==> src/rtl/yc_line_sequencer.sv <==
// Per-line sequencer feeding the Y/C separator: hsync timing, blank level, pixel strobes.
// Optional back-porch blank capture enabled by defining YC_SEQ_BLANK_CAPTURE_EN.
module yc_line_sequencer #(
  parameter int DATA_WIDTH   = 12,
  parameter int WINDOW_SIZE  = 32,
  parameter int BP_START     = 16,
  parameter int ACTIVE_START = 64,
  parameter int ACTIVE_LEN   = 640,
  parameter int VALID_DELAY  = 18,
  parameter int BLANK_LEVEL  = 0
) (
  input  logic                         clk,
  input  logic                         rst,
  input  logic signed [DATA_WIDTH-1:0] adc_in,
  input  logic                         hsync_in,
  output logic signed [DATA_WIDTH-1:0] sep_data_out,
  output logic signed [DATA_WIDTH-1:0] blank_level_out,
  output logic                         yc_valid_out,
  output logic [15:0]                  pix_x_out,
  output logic                         line_start_out,
  output logic                         line_err_out
);

  localparam int HW        = WINDOW_SIZE / 2;
  localparam int BLANK_LEN = ACTIVE_START - HW;
  localparam int AW        = DATA_WIDTH + 4;

  if (ACTIVE_START < BP_START + 16 + HW) begin : g_bad_timing
    $error("ACTIVE_START too small for blank capture and window");
  end

  typedef enum logic [2:0] {
    IDLE,
    BLANK,
    FEED,
    ACTIVE,
    TAIL
  } state_t;

  state_t      state_q;
  state_t      cur_state;
  state_t      state_n;
  logic [15:0] seg_q;
  logic [15:0] cur_seg;
  logic [15:0] seg_n;
  logic [15:0] h_cnt;
  logic [15:0] idx;
  logic        hsync_q;
  logic        hs_edge;
  logic        err_w;
  logic        feed_w;
  logic        ent_v;
  logic [15:0] ent_pix;

  // seg counts samples left in the current phase, so the
  // phase walk is independent of h_cnt saturation
  always_comb begin
    hs_edge   = hsync_in & ~hsync_q;
    idx       = hs_edge ? 16'd0 : h_cnt;
    cur_state = hs_edge ? BLANK : state_q;
    cur_seg   = hs_edge ? 16'(BLANK_LEN - 1) : seg_q;
    err_w     = hs_edge && (state_q != IDLE);
    state_n   = cur_state;
    seg_n     = cur_seg - 16'd1;
    if (cur_state == IDLE) begin
      seg_n = '0;
    end else if (cur_seg == 16'd0) begin
      unique case (cur_state)
        BLANK: begin
          state_n = FEED;
          seg_n   = 16'(HW - 1);
        end
        FEED: begin
          state_n = ACTIVE;
          seg_n   = 16'(ACTIVE_LEN - 1);
        end
        ACTIVE: begin
          state_n = TAIL;
          seg_n   = 16'(HW - 1);
        end
        default: begin
          state_n = IDLE;
          seg_n   = '0;
        end
      endcase
    end
  end

  always_comb begin
    feed_w  = (cur_state == FEED) ||
              (cur_state == ACTIVE) ||
              (cur_state == TAIL);
    ent_v   = (cur_state == ACTIVE);
    ent_pix = 16'(ACTIVE_LEN - 1) - cur_seg;
  end

  always_ff @(posedge clk or posedge rst) begin
    if (rst) begin
      state_q        <= IDLE;
      seg_q          <= '0;
      h_cnt          <= '0;
      hsync_q        <= 1'b0;
      sep_data_out   <= '0;
      line_start_out <= 1'b0;
      line_err_out   <= 1'b0;
    end else begin
      state_q        <= state_n;
      seg_q          <= seg_n;
      h_cnt          <= (idx == 16'hFFFF) ? idx : idx + 16'd1;
      hsync_q        <= hsync_in;
      sep_data_out   <= feed_w ? adc_in : blank_level_out;
      line_start_out <= hs_edge;
      line_err_out   <= err_w;
    end
  end

  logic [VALID_DELAY-1:0] vq;
  logic [VALID_DELAY:0]   vch;
  logic [15:0]            pq  [VALID_DELAY];
  logic [15:0]            pch [VALID_DELAY+1];

  always_comb begin
    vch    = {vq, ent_v};
    pch[0] = ent_pix;
    for (int i = 0; i < VALID_DELAY; i++) begin
      pch[i+1] = pq[i];
    end
  end

  // last pixel stage only loads on a valid entry so the
  // index holds between active pixels
  always_ff @(posedge clk or posedge rst) begin
    if (rst) begin
      vq <= '0;
      for (int i = 0; i < VALID_DELAY; i++) begin
        pq[i] <= '0;
      end
    end else begin
      if (err_w) begin
        vq <= '0;
      end else begin
        vq <= vch[VALID_DELAY-1:0];
      end
      for (int i = 0; i < VALID_DELAY - 1; i++) begin
        pq[i] <= pch[i];
      end
      if (vch[VALID_DELAY-1] && !err_w) begin
        pq[VALID_DELAY-1] <= pch[VALID_DELAY-1];
      end
    end
  end

  assign yc_valid_out = vq[VALID_DELAY-1];
  assign pix_x_out    = pq[VALID_DELAY-1];

`ifdef YC_SEQ_BLANK_CAPTURE_EN
  logic signed [AW-1:0]         acc_q;
  logic signed [AW-1:0]         acc_base;
  logic signed [AW-1:0]         acc_add;
  logic signed [DATA_WIDTH-1:0] blank_q;
  logic                         run_w;
  logic                         bp_hit;

  always_comb begin
    run_w    = (cur_state != IDLE);
    bp_hit   = run_w &&
               (idx >= 16'(BP_START)) &&
               (idx <= 16'(BP_START + 15));
    acc_base = (idx == 16'd0) ? '0 : acc_q;
    acc_add  = bp_hit ? {{4{adc_in[DATA_WIDTH-1]}}, adc_in} : '0;
  end

  // average lands one sample after the last back-porch sample
  always_ff @(posedge clk or posedge rst) begin
    if (rst) begin
      acc_q   <= '0;
      blank_q <= DATA_WIDTH'(BLANK_LEVEL);
    end else begin
      if (run_w) begin
        acc_q <= acc_base + acc_add;
      end
      if (run_w && (idx == 16'(BP_START + 16))) begin
        blank_q <= acc_q[AW-1:4];
      end
    end
  end

  assign blank_level_out = blank_q;
`else
  assign blank_level_out = DATA_WIDTH'(BLANK_LEVEL);
`endif

endmodule

==> config.mk <==
export PLATFORM = sky130hd
export DESIGN_NAME = yc_line_sequencer
export DESIGN_NICKNAME = d
export VERILOG_FILES = /design/src/rtl/yc_line_sequencer.sv
export SDC_FILE = /design/constraint.sdc
export NUM_CORES = 1
export LEC_CHECK = 0
export ABC_AREA = 1
export CORE_MARGIN = 2
export CORE_UTILIZATION = 58
export DETAILED_ROUTE_END_ITERATION = 12
export PLACE_DENSITY = 0.87
export SLEW_MARGIN = 20
export SYNTH_ARGS = -nofsm -noshare
export SYNTH_HDL_FRONTEND = slang
export SYNTH_SLANG_ARGS = --single-unit
==> constraint.sdc <==
create_clock -name clk -period 16.7 [get_ports clk]
set_input_delay 3.34 -clock clk [delete_from_list [all_inputs] [get_ports clk]]
set_output_delay 3.34 -clock clk [all_outputs]
set_load 0.03 [all_outputs]
Yosys cells after proc, flatten, opt, wreduce, memory -nomap -nowiden
Index checks and enable logic that the tools add are counted.
{"block": "word_totals", "output_inout_bits": 43, "elab_cells": 52, "inputBits": 15, "ff_bits": 340}
{"block": "classes", "n_reduce_logical": 9, "add_sub_neg": 2, "eq_ne": 4, "n_mux": 10, "n_bitwise": 2}
{"operator": "$mux 16", "n": 3}
{"operator": "$pmux 10 s2", "n": 1}
{"operator": "$mux 18", "n": 1}
{"operator": "$logic_not 16->1", "n": 1}
{"operator": "$sub 10x16->16 const A", "n": 1}
{"operator": "$sub 16x1->16 const B", "n": 1}
{"operator": "$mux 12", "n": 1}
{"operator": "$mux 3", "n": 3}
{"operator": "$pmux 3 s3", "n": 1}
{"operator": "$eq 3x2->1 const B", "n": 2}
{"operator": "$eq 3x1->1 const B", "n": 1}
{"operator": "$eq 3x3->1 const B", "n": 1}
{"operator": "$logic_not 3->1", "n": 1}
{"operator": "$reduce_bool 3->1", "n": 1}
{"operator": "$logic_and 1x1->1", "n": 2}
{"operator": "$logic_or 1x1->1", "n": 2}
{"operator": "$reduce_or 2->1", "n": 1}
{"operator": "$and 1x1->1", "n": 1}
{"operator": "$logic_not 1->1", "n": 1}
{"operator": "$not 1->1", "n": 1}

Depth between registers and ports, before layout
Gate-level depths: netlist (run 1).
{"block": "depth", "word_depth": 8, "mapped_depth": 12, "mapped_depth_nobuf": 12}

Worst setup path after synthesis (run 1)
OpenSTA, ideal clock, no wires.
{"block": "synth_path", "path_type": "input -> register", "from": "input port hsync_in", "to": "register seg_q[4]", "required_time_ns": 16.559, "path_buffers": 0, "slack_ns": 12.055, "cell_stages": 8, "setup_ns": 0.141, "t_arrival_ns": 4.504, "path_cell_list": "nand2_4 -> inv_2 -> nor2_1 -> ha_1 -> nand4_4 -> nor2_4 -> nand3_1 -> nor3b_1"}
{"block": "synth_via", "elab_chain_cells": 7, "word_cells_on_any_way": 13, "classes_between": "add/sub: 1; eq/ne: 3; mux: 5; bitwise: 1; reduce/logical: 3"}
{"element": "from (decl)", "line_no": "15", "rtl": "input logic hsync_in,"}
{"element": "$and 1x1->1 (*)", "line_no": "58", "rtl": "hs_edge = hsync_in & ~hsync_q;"}
{"element": "named net hs_edge", "line_no": "49", "rtl": "logic hs_edge;"}
{"element": "parallel branches: the longest is 5 deep, another holds $sub 16x1->16"}
{"element": "$mux 16 (*)", "line_no": "65", "rtl": "if (cur_state == IDLE) begin"}
{"element": "named net seg_n[4]", "line_no": "45", "rtl": "logic [15:0] seg_n;"}
{"element": "to (signal assigned)", "line_no": "108", "rtl": "seg_q <= seg_n;"}
{"element": "to (decl)", "line_no": "43", "rtl": "logic [15:0] seg_q;"}
Mark *: on every way through the listed nets, which the timed path passes.
A chain may end at the register's enable or synchronous reset.

Worst setup path after layout (run 1)
{"block": "layout_path", "from": "input port hsync_in", "to": "register state_q[0]"}
{"block": "layout_via", "elab_chain_cells": 6, "word_cells_on_any_way": 11, "classes_between": "eq/ne: 3; mux: 5; bitwise: 1; reduce/logical: 2"}
{"element": "$and 1x1->1 (*)", "line_no": "58"}
{"element": "named net hs_edge", "line_no": "49"}
{"element": "$mux 3", "line_no": "60", "rtl": "cur_state = hs_edge ? BLANK : state_q;"}
{"element": "$eq 3x2->1 / $eq 3x1->1 (equally long branches)", "line_no": "68", "rtl": "unique case (cur_state)"}
{"element": "$pmux 3 s3", "line_no": "68"}
{"element": "$mux 3", "line_no": "67", "rtl": "end else if (cur_seg == 16'd0) begin"}
{"element": "$mux 3 (*)", "line_no": "65"}
{"element": "named net state_n[0]", "line_no": "42", "rtl": "state_t state_n;"}
{"element": "to (signal assigned)", "line_no": "107", "rtl": "state_q <= state_n;"}
{"element": "to (decl)", "line_no": "40", "rtl": "state_t state_q;"}
Mark *: on every way through the listed nets, which the timed path passes. The rest lies on a longest branch.

==> metrics.csv, run 1 <==
stage,metric,value,unit
run_status,status,completed,
yosys,synth_area,10000,µm²
yosys,synthTopCellsByCount,"dfrtp_1, nand2_1, nor2_1, inv_1, buf_4",
critical_path,crit_buf_inv,2,
drt,drt_wl_total,15000,µm
yosys,ys_dominant_reg_cell,dfrtp_1,
power,powerDensity,147,nW/µm²
critical_path,arrival,5.52,ns
yosys,synth_area_leaders,"dfrtp_1, nand2_1, nor2_1, buf_4, inv_1",
clock_network,hold_buffers,0,
clock_network,post_cts_buffers,0,
yosys,yosysUniqueCellTypes,28,
floorplanning,die-area,18400,µm²
drt,wire_per_inst,15.5,µm
critical_path,r2r_slack,14.50,ns
yosys,synth_top_family_by_area,simple AND/OR/NAND/NOR gates,
sta,final-hold-violation-count,0,
power,finalPower,1.71,mW
cells_and_area,final_area,11600,µm²
sta,finalWorstSetupSlack,11.57,ns
cells_and_area,fillers,1085,
cells_and_area,final_util,67.9,%
sta,fin_crit_sh,30.7,%
clock_network,clock_latency,0.53,ns
yosys,synth_xor_area_share,0.873,%
cells_and_area,multi_input_area,1090,µm²
drt,drt-vias-per-instance,4.72,
yosys,synth_seq_cells,340,
yosys,netlist.area_leader.share,84.8,%
drt,drt_iter0_markers,303,
yosys,synth_edf_count,0,
drt,drc,0,
critical_path,reg2reg_from,hsync_q,
yosys,synthCells,662,
clock_network,root_buffer,clkbuf_16,
grt,grt_pass1_wl,24600,µm
sta,max_freq,195,MHz
floorplanning,chipWidth,136,µm
yosys,synthSimpleGateAreaFrac,8.15,%
cells_and_area,n_antenna_cell,0,
sta,slew_viol_final,0,
power,p_leak,5.92,nW
hold_path,min_path_cells,0,
hold_path,min_path_type,flip-flop to flip-flop,
floorplanning,ioPinCount,58,
critical_path,cp.required,17.09,ns
power,peakVddDrop,0.105,mV
floorplanning,row_count,48,
placement,post_dp_cell_area,10600,µm²
critical_path,crit_chain,"clkdlybuf4s50_1, nand2_4, inv_2, nor2_1, ha_1, nand4_4, nor2_4, nand2_4, o21ai_0, o21ai_0",
floorplanning,start_util,58.6,%
placement,routabilityCongestion,0.906,
yosys,synth-compound-area-share,1.25,%
yosys,synthAdderAreaFrac,0.125,%
placement,io_buffers,45,
placement,pre_cts_ws,11.12,ns
yosys,synth_warnings,0,
critical_path,cp_slowest_cell,clkdlybuf4s50_1,
drt,via_count,4568,
grt,antenna_found_initial,0,
critical_path,cp-end-kind,flip-flop,
clock_network,ctsResizeCount,0,
yosys,synth.most_common_cell,dfrtp_1,
placement,dp_hpwl,8420,µm
sta,post-route-min-period,5.13,ns
grt,grt_overflow,0,
clock_network,numCtsBuffers,31,
cells_and_area,fin_nets,736,
drt,antenna_left,0,
job,maxCapViolCount,0,
sta,relSlewSlack,45.0,%
yosys,synth.area.mux_share,0,%
grt,grt_max_degree,120,
cells_and_area,drive_above_1_share,9.84,%
sta,worst-slew-pin-transition,0.819,ns
critical_path,cpLargestDelayFamily,simple AND/OR/NAND/NOR gates,
grt,grt_use_total,17.6,%
yosys,synth_top_area_cell,dfrtp_1,
yosys,avgSynthCellArea,15.2,µm²
critical_path,critPathKind,input pin to flip-flop,
sta,fin_skew,0.0116,ns
yosys,ys_async_sr_fraction,100,%
hold_path,min_to,pch[196],
floorplanning,core_area,17100,µm²
sta,setup_viol,0,
clock_network,cts_tree,yes,
drt,dr.pass1.iters,4,
critical_path,path_max_fanout,25,
critical_path,rr_endpoint,state_q[0],
clock_network,cts.reportedPaths.clkPinSlew,0.06,ns
floorplanning,fp.dieH,136,µm
sta,grt_setup_unrepaired,no,
clock_network,ctsHtreeMaxLevel,1,
hold_path,min_from,pch[212],
cells_and_area,register_area,8510,µm²
sta,timing.setup.tns,0,ns
critical_path,worst_r2r_path_depth,10,
yosys,ys_seq_area_share,84.8,%
critical_path,crit_path_max_incr_delay,0.46,ns
cells_and_area,synthToLayoutAreaGrowth,15.8,%
grt,grt_pass1_vias,4857,
clock_network,cts_num_sinks,340,
critical_path,worst_setup_path_start_kind,input pin,
clock_network,clockBufferDepth,3,
-- stage by stage --
| step | hold slack, ns | std cells |
|---|---|---|
| 2_1_floorplan | 0.331 | 673 |
| 3_3_place_gp | 0.331 | 912 |
| 3_5_place_dp | 0.335 | 912 |
| 4_1_cts | 0.347 | 967 |
| 5_1_grt | 0.350 | 967 |
| 6_report | 0.338 | 967 |
-- worst register-to-register path, delay by kind of cell, from the launching register on --
kind | cells | cell delay, ns
and+or+nand+nor | 5 | 0.96
AOI/OAI and AO/OA | 2 | 0.31
DFF | 1 | 0.34
adders and majority gates | 1 | 0.25
buffers and inverters | 2 | 0.19
-- area by class of cell --
type	count	area share, %
timing repair buffer	48	4.13
tap	225	2.42
sequential	340	73.2
clock inverter	10	0.979
clock buffer	45	7.90
inverter	61	2.03
multi-input combinational	238	9.36
-- worst max path at each step --
| stage | from | to | slack, ns | cells past startpoint |
|---|---|---|---|---|
| floorplan | rst | hsync_q | 3.94 | 1 |
| global placement | rst | pix_x_out[15] | 11.20 | 3 |
| detailed placement | rst | pix_x_out[8] | 11.12 | 3 |
| CTS | hsync_in | state_q[0] | 11.60 | 10 |
| global route | hsync_in | state_q[0] | 11.36 | 10 |
| finish | hsync_in | state_q[0] | 11.57 | 10 |
-- layer usage --
metal	share of wire [%]	global-route usage, %
met3	3.5	3.33
met1	38	21.2
met2	55	31.9
met5	0	0
met4	3.5	6.19
-- sequential cells by signal, indices dropped and copies added, names as in the netlist --
name            count
pch               272
vq                 18
pix_x_out          16
seg_q              16
sep_data_out       12
state_q             3
hsync_q             1
line_err_out        1
line_start_out      1
-- layout by cell type, fill, tap and decap left out, types with 9 or more instances in the layout --
cell             synthesis  routed
clkbuf_16                0      31
clkdlybuf4s50_1          0      45
dfrtp_1                340     340
xor2_1                   9       9
conb_1                   1      12
nand3_1                 12      12
inv_1                   56      55
nand2_1                108     108
clkbuf_8                 0       9
nor2_1                  59      59
-- where the power goes --
group	switching (mW)	internal (mW)
Combinational	0.0443	0.0152
Clock	0.285	0.411
Sequential	0.0351	0.917
-- cell families (layout without fill, tap and decap cells) --
| kind of cell | count (synthesis) | in the layout |
|---|---|---|
| buf+inv | 95 | 164 |
| other cells | 1 | 12 |
| fa+ha+maj | 1 | 1 |
| xor+xnor | 10 | 10 |
| flops | 340 | 340 |
| compound gates | 20 | 20 |
| simple gates | 195 | 195 |
Power figures use the tool's default switching activity.
==> run 2: changes to the inputs <==
--- a/config.mk
+++ b/config.mk
@@ -7,9 +7,9 @@
 export LEC_CHECK = 0
 export ABC_AREA = 1
 export CORE_MARGIN = 2
-export CORE_UTILIZATION = 58
+export CORE_UTILIZATION = 52
 export DETAILED_ROUTE_END_ITERATION = 12
-export PLACE_DENSITY = 0.87
+export PLACE_DENSITY = 0.83
 export SLEW_MARGIN = 20
 export SYNTH_ARGS = -nofsm -noshare
 export SYNTH_HDL_FRONTEND = slang
==> constraint.sdc (replaced) <==
create_clock -name clk -period 4.65 [get_ports clk]
set_input_delay 0.93 -clock clk [delete_from_list [all_inputs] [get_ports clk]]
set_output_delay 0.93 -clock clk [all_outputs]
set_load 0.03 [all_outputs]
==> metrics.csv, run 2 (synthesized netlist as in run 1, its figures left out) <==
stage,metric,value,unit,change
floorplanning,ioPinCount,58,,unchanged
critical_path,cp-end-kind,flip-flop,,
clock_network,root_buffer,clkbuf_16,,
critical_path,cpLargestDelayFamily,simple AND/OR/NAND/NOR gates,,
cells_and_area,final_area,11600,µm²,about the same
critical_path,critPathKind,input pin to flip-flop,,
cells_and_area,final_cells,1001,,+3.5%
floorplanning,core_area,18800,µm²,+10%
sta,fin_skew,0.0150,ns,+0.00342 ns
power,peakVddDrop,0.299,mV,+180%
placement,io_buffers,45,,unchanged
drt,antenna_left,0,,unchanged
critical_path,r2r_slack,2.43,ns,-12.07 ns
floorplanning,row_count,50,,+4.2%
power,finalPower,6.00,mW,+250%
cells_and_area,layout_commonest_cell,dfrtp_1,,
sta,finalWorstSetupSlack,1.92,ns,-9.65 ns
sta,worst-slew-pin-transition,0.966,ns,+0.147 ns
critical_path,worst_setup_path_start_kind,input pin,,
placement,post_dp_cell_area,10700,µm²,+0.80%
drt,drt_wl_total,14500,µm,-3.4%
critical_path,reg2reg_from,hsync_q,,
critical_path,arrival,3.13,ns,-2.39 ns
placement,routabilityCongestion,0.878,,-3.0%
power,powerDensity,515,nW/µm²,+250%
drt,via_count,4536,,-0.70%
grt,grt_max_degree,124,,+3.3%
floorplanning,die-area,20400,µm²,+11%
hold_path,min_path_type,flip-flop to flip-flop,,
clock_network,post_cts_buffers,0,,unchanged
grt,antenna_found_initial,0,,unchanged
drt,drt_iter0_markers,262,,-14%
critical_path,crit_chain,"clkdlybuf4s50_1, nand2_4, inv_2, nor2_1, ha_1, nand4_4, nor2_4, nand2_4, o21ai_0, o21ai_0",,
drt,drc,0,,unchanged
cells_and_area,final_cell_mix,"dfrtp_1, nand2_1, nor2_1",,
sta,timing.setup.tns,0,ns,unchanged
critical_path,path_max_fanout,25,,unchanged
critical_path,crit_buf_inv,2,,unchanged
sta,grt_setup_unrepaired,no,,
critical_path,crit_path_max_incr_delay,0.46,ns,about the same
clock_network,numCtsBuffers,31,,unchanged
clock_network,ctsHtreeMaxLevel,1,,unchanged
cells_and_area,fillers,1292,,+19%
placement,place_inst,948,,+3.9%
grt,grt_pass1_wl,24000,µm,-2.1%
critical_path,crit_end,state_q[0],,
floorplanning,fp.dieH,143,µm,+5.4%
drt,wire_per_inst,14.5,µm,-6.7%
drt,drt-vias-per-instance,4.53,,-4.1%
sta,hold_ws,0.335,ns,-0.00232 ns
critical_path,worst_r2r_path_depth,10,,unchanged
job,maxCapViolCount,0,,unchanged
critical_path,rr_endpoint,state_q[0],,
cells_and_area,fin_nets,737,,+0.14%
cells_and_area,register_area,8510,µm²,unchanged
cells_and_area,n_antenna_cell,0,,unchanged
clock_network,clock_latency,0.55,ns,+0.02 ns
clock_network,cts.reportedPaths.clkPinSlew,0.06,ns,about the same
sta,final-hold-violation-count,0,,unchanged
critical_path,cp_slowest_cell,clkdlybuf4s50_1,,
sta,slew_viol_final,0,,unchanged
critical_path,cp.depth,10,,unchanged
clock_network,cts_num_sinks,340,,unchanged
cells_and_area,largest_register_ffs,272,,unchanged
grt,grt_pass1_vias,4860,,+0.062%
cells_and_area,synthToLayoutAreaGrowth,16.0,%,about the same
sta,post-route-min-period,2.73,ns,
placement,dp_hpwl,7840,µm,-7.0%
sta,fin_crit_sh,58.7,%,
critical_path,startpoint,hsync_in,,
clock_network,cts_tree,yes,,
clock_network,hold_buffers,0,,unchanged
critical_path,cp.required,5.05,ns,-12.04 ns
sta,max_freq,366,MHz,
grt,grt_overflow,0,,unchanged
sta,relSlewSlack,35.2,%,-9.9 points
clock_network,clockBufferDepth,3,,unchanged
cells_and_area,multi_input_area,1090,µm²,unchanged
placement,pre_cts_ws,1.45,ns,-9.67 ns
floorplanning,chipWidth,143,µm,+5.4%
cells_and_area,drive_above_1_share,9.04,%,-0.80 points
power,p_leak,5.89,nW,-0.51%
clock_network,ctsResizeCount,0,,unchanged
drt,dr.pass1.iters,4,,unchanged
run_status,status,completed,,
grt,grt_use_total,15.1,%,-2.5 points
cells_and_area,final_util,61.8,%,-6.1 points
sta,setup_viol,0,,unchanged
hold_path,min_path_cells,0,,unchanged
floorplanning,start_util,53.3,%,-5.3 points
==> run 2: worst register-to-register path: stages (launching register included) <==
cell and delay [ns]:
dfrtp_1 0.34, inv_2 0.05, nand2_4 0.24, inv_2 0.16
nor2_1 0.17, ha_1 0.28, nand4_4 0.17, nor2_4 0.28
nand2_4 0.15, o21ai_0 0.13, o21ai_0 0.13
==> run 2: worst min path at each step <==
| stage | slack [ns] | start | end |
|---|---|---|---|
| 2_1_floorplan | 0.33 | pch[116] | pch[100] |
| 3_3_place_gp | 0.33 | pch[257] | pch[241] |
| 3_5_place_dp | 0.33 | pch[134] | pch[118] |
| 4_1_cts | 0.34 | pch[227] | pch[211] |
| 5_1_grt | 0.34 | pch[165] | pch[149] |
| 6_report | 0.34 | pch[203] | pch[187] |
==> run 2: final cells by class <==
type,instances,share of cell area (%)
sequential,340,73.1
multi-input combinational,238,9.35
clock buffer,48,7.82
timing repair buffer,49,4.45
tap,260,2.80
inverter,61,2.00
clock inverter,5,0.484
==> run 2: routing by layer <==
metal	up-vias	GRT usage (%)	part of all wire (%)
li1	2075	-	-
met1	2332	18.2	39
met2	101	27.9	55
met3	28	3.09	3.7
met4	0	4.01	2.1
met5	-	0	0
==> run 2: power breakdown <==
group	internal, mW	switching (mW)	total (mW)
registers	3.29	0.105	3.40
clock network	1.39	0.995	2.38
logic	0.0578	0.160	0.218
total	4.74	1.26	6.00
==> run 3: changes to the inputs <==
==> constraint.sdc (replaced) <==
create_clock -name clk -period 2.5 [get_ports clk]
set_input_delay 0.5 -clock clk [delete_from_list [all_inputs] [get_ports clk]]
set_output_delay 0.5 -clock clk [all_outputs]
set_load 0.03 [all_outputs]
==> metrics.csv, run 3 (synthesized netlist as in run 1, its figures left out) <==
stage,metric,value,unit,change
critical_path,cp-end-kind,output pin,,
placement,dp_hpwl,8510,µm,+8.6%
drt,wire_per_inst,14.4,µm,-0.69%
power,powerDensity,985,nW/µm²,+91%
sta,finalWorstSetupSlack,0.427,ns,-1.49 ns
hold_path,min_path_type,input pin to async pin,,
grt,grt_pass1_vias,4887,,+0.56%
floorplanning,core_area,18800,µm²,unchanged
critical_path,rr_endpoint,seg_q[4],,
drt,drt-vias-per-instance,4.47,,-1.2%
cells_and_area,final_cell_mix,"dfrtp_1, nand2_1, nor2_1",,
floorplanning,chipWidth,143,µm,unchanged
job,maxCapViolCount,0,,unchanged
placement,pre_cts_ws,0.0719,ns,-1.38 ns
clock_network,hold_buffers,0,,unchanged
drt,dr.pass1.iters,4,,unchanged
power,p_leak,6.02,nW,+2.2%
run_status,status,completed,,
cells_and_area,drive_above_1_share,11.5,%,+2.5 points
critical_path,crit_buf_inv,1,,-1
clock_network,post_cts_buffers,0,,unchanged
cells_and_area,fin_nets,747,,+1.4%
clock_network,clock_latency,0.54,ns,about the same
drt,drt_wl_total,14600,µm,+0.70%
cells_and_area,final_area,11900,µm²,+2.0%
cells_and_area,n_antenna_cell,0,,unchanged
critical_path,crit_chain,clkdlybuf4s50_1,,
cells_and_area,final_cells,1015,,+1.4%
floorplanning,ioPinCount,58,,unchanged
grt,grt_pass1_wl,24600,µm,+2.2%
sta,fin_crit_sh,82.9,%,
critical_path,worst_r2r_path_depth,9,,-1
clock_network,cts.reportedPaths.clkPinSlew,0.07,ns,about the same
grt,grt_overflow,0,,unchanged
critical_path,path_max_fanout,2,,-92%
critical_path,arrival,1.57,ns,-1.56 ns
placement,post_dp_cell_area,10800,µm²,+0.89%
critical_path,crit_path_max_incr_delay,0.68,ns,+0.22 ns
clock_network,clockBufferDepth,3,,unchanged
clock_network,root_buffer,clkbuf_16,,
cells_and_area,largest_register_ffs,272,,unchanged
critical_path,cp_slowest_cell,clkdlybuf4s50_1,,
grt,grt_max_degree,97,,-22%
critical_path,reg2reg_from,hsync_q,,
power,peakVddDrop,0.683,mV,+130%
placement,io_buffers,45,,unchanged
sta,fin_skew,0.00898,ns,-0.00602 ns
sta,slew_viol_final,0,,unchanged
critical_path,r2r_slack,0.72,ns,-1.71 ns
drt,via_count,4542,,+0.13%
grt,grt_use_total,15.4,%,+0.27 points
grt,antenna_found_initial,0,,unchanged
sta,grt_setup_unrepaired,no,,
cells_and_area,layout_commonest_cell,dfrtp_1,,
clock_network,numCtsBuffers,30,,-3.2%
placement,place_inst,959,,+1.2%
cells_and_area,final_util,63.1,%,+1.3 points
sta,timing.setup.tns,0,ns,unchanged
sta,final-hold-violation-count,0,,unchanged
floorplanning,die-area,20400,µm²,unchanged
placement,routabilityCongestion,0.905,,+3.1%
clock_network,cts_tree,yes,,
sta,setup_viol,0,,unchanged
critical_path,worst_setup_path_start_kind,flip-flop,,
critical_path,cpLargestDelayFamily,buffers and inverters,,
drt,antenna_left,0,,unchanged
sta,post-route-min-period,2.07,ns,
floorplanning,fp.dieH,143,µm,unchanged
critical_path,critPathKind,flip-flop to output pin,,
drt,drc,0,,unchanged
clock_network,ctsResizeCount,0,,unchanged
sta,max_freq,482,MHz,
clock_network,ctsHtreeMaxLevel,1,,unchanged
floorplanning,row_count,50,,unchanged
cells_and_area,synthToLayoutAreaGrowth,18.3,%,
clock_network,cts_num_sinks,340,,unchanged
drt,drt_iter0_markers,225,,-14%
floorplanning,start_util,53.3,%,unchanged
critical_path,cp.required,2.00,ns,-3.05 ns
-- run 3: worst max-delay path by stage --
stage	depth (start not counted)	slack, ns	end	startpoint
2_1_floorplan	1	-2.55	hsync_q	rst
3_3_place_gp	10	0.19	seg_q[11]	hsync_in
3_5_place_dp	10	0.07	seg_q[13]	hsync_in
4_1_cts	1	0.39	pix_x_out[15]	pix_x_out[15]
5_1_grt	1	0.37	pix_x_out[15]	pix_x_out[15]
6_report	1	0.43	pix_x_out[15]	pix_x_out[15]
-- run 3: layout make-up --
class	instances	area (µm²)
Clock buffer	43	901
Clock inverter	13	206
Fill cell	1314	6960
Inverter	61	233
Multi-Input combinational cell	238	1090
Sequential cell	340	8510
Tap cell	260	325
Timing Repair Buffer	60	613
-- run 3: routing by layer --
metal  track usage (%)  share of wire (%)  wire (µm)  vias up
met1              18.9                 39       5770     2323
met5                 0                  0          0        -
met4              3.54                1.7        249        0
met2              28.1                 55       8030       90
met3              3.35                3.9        565       24
li1                  -                  -          -     2105
-- run 3: through the flow --
step | hold WS, ns | power [mW]
finish | 0.286 | 11.7
global route | 0.295 | 12.2
CTS | 0.272 | 11.9
detailed placement | 0.335 | 6.85
global placement | 0.331 | 6.76
floorplan | 0.331 | 6.66
-- run 3: power by group --
group          switching (mW)  leakage (nW)  total [mW]  internal, mW
Sequential              0.207          4.37        6.33          6.12
Clock                    1.92         0.545        4.95          3.03
Combinational           0.294          1.11       0.413         0.119
Total                    2.42          6.02        11.7          9.27
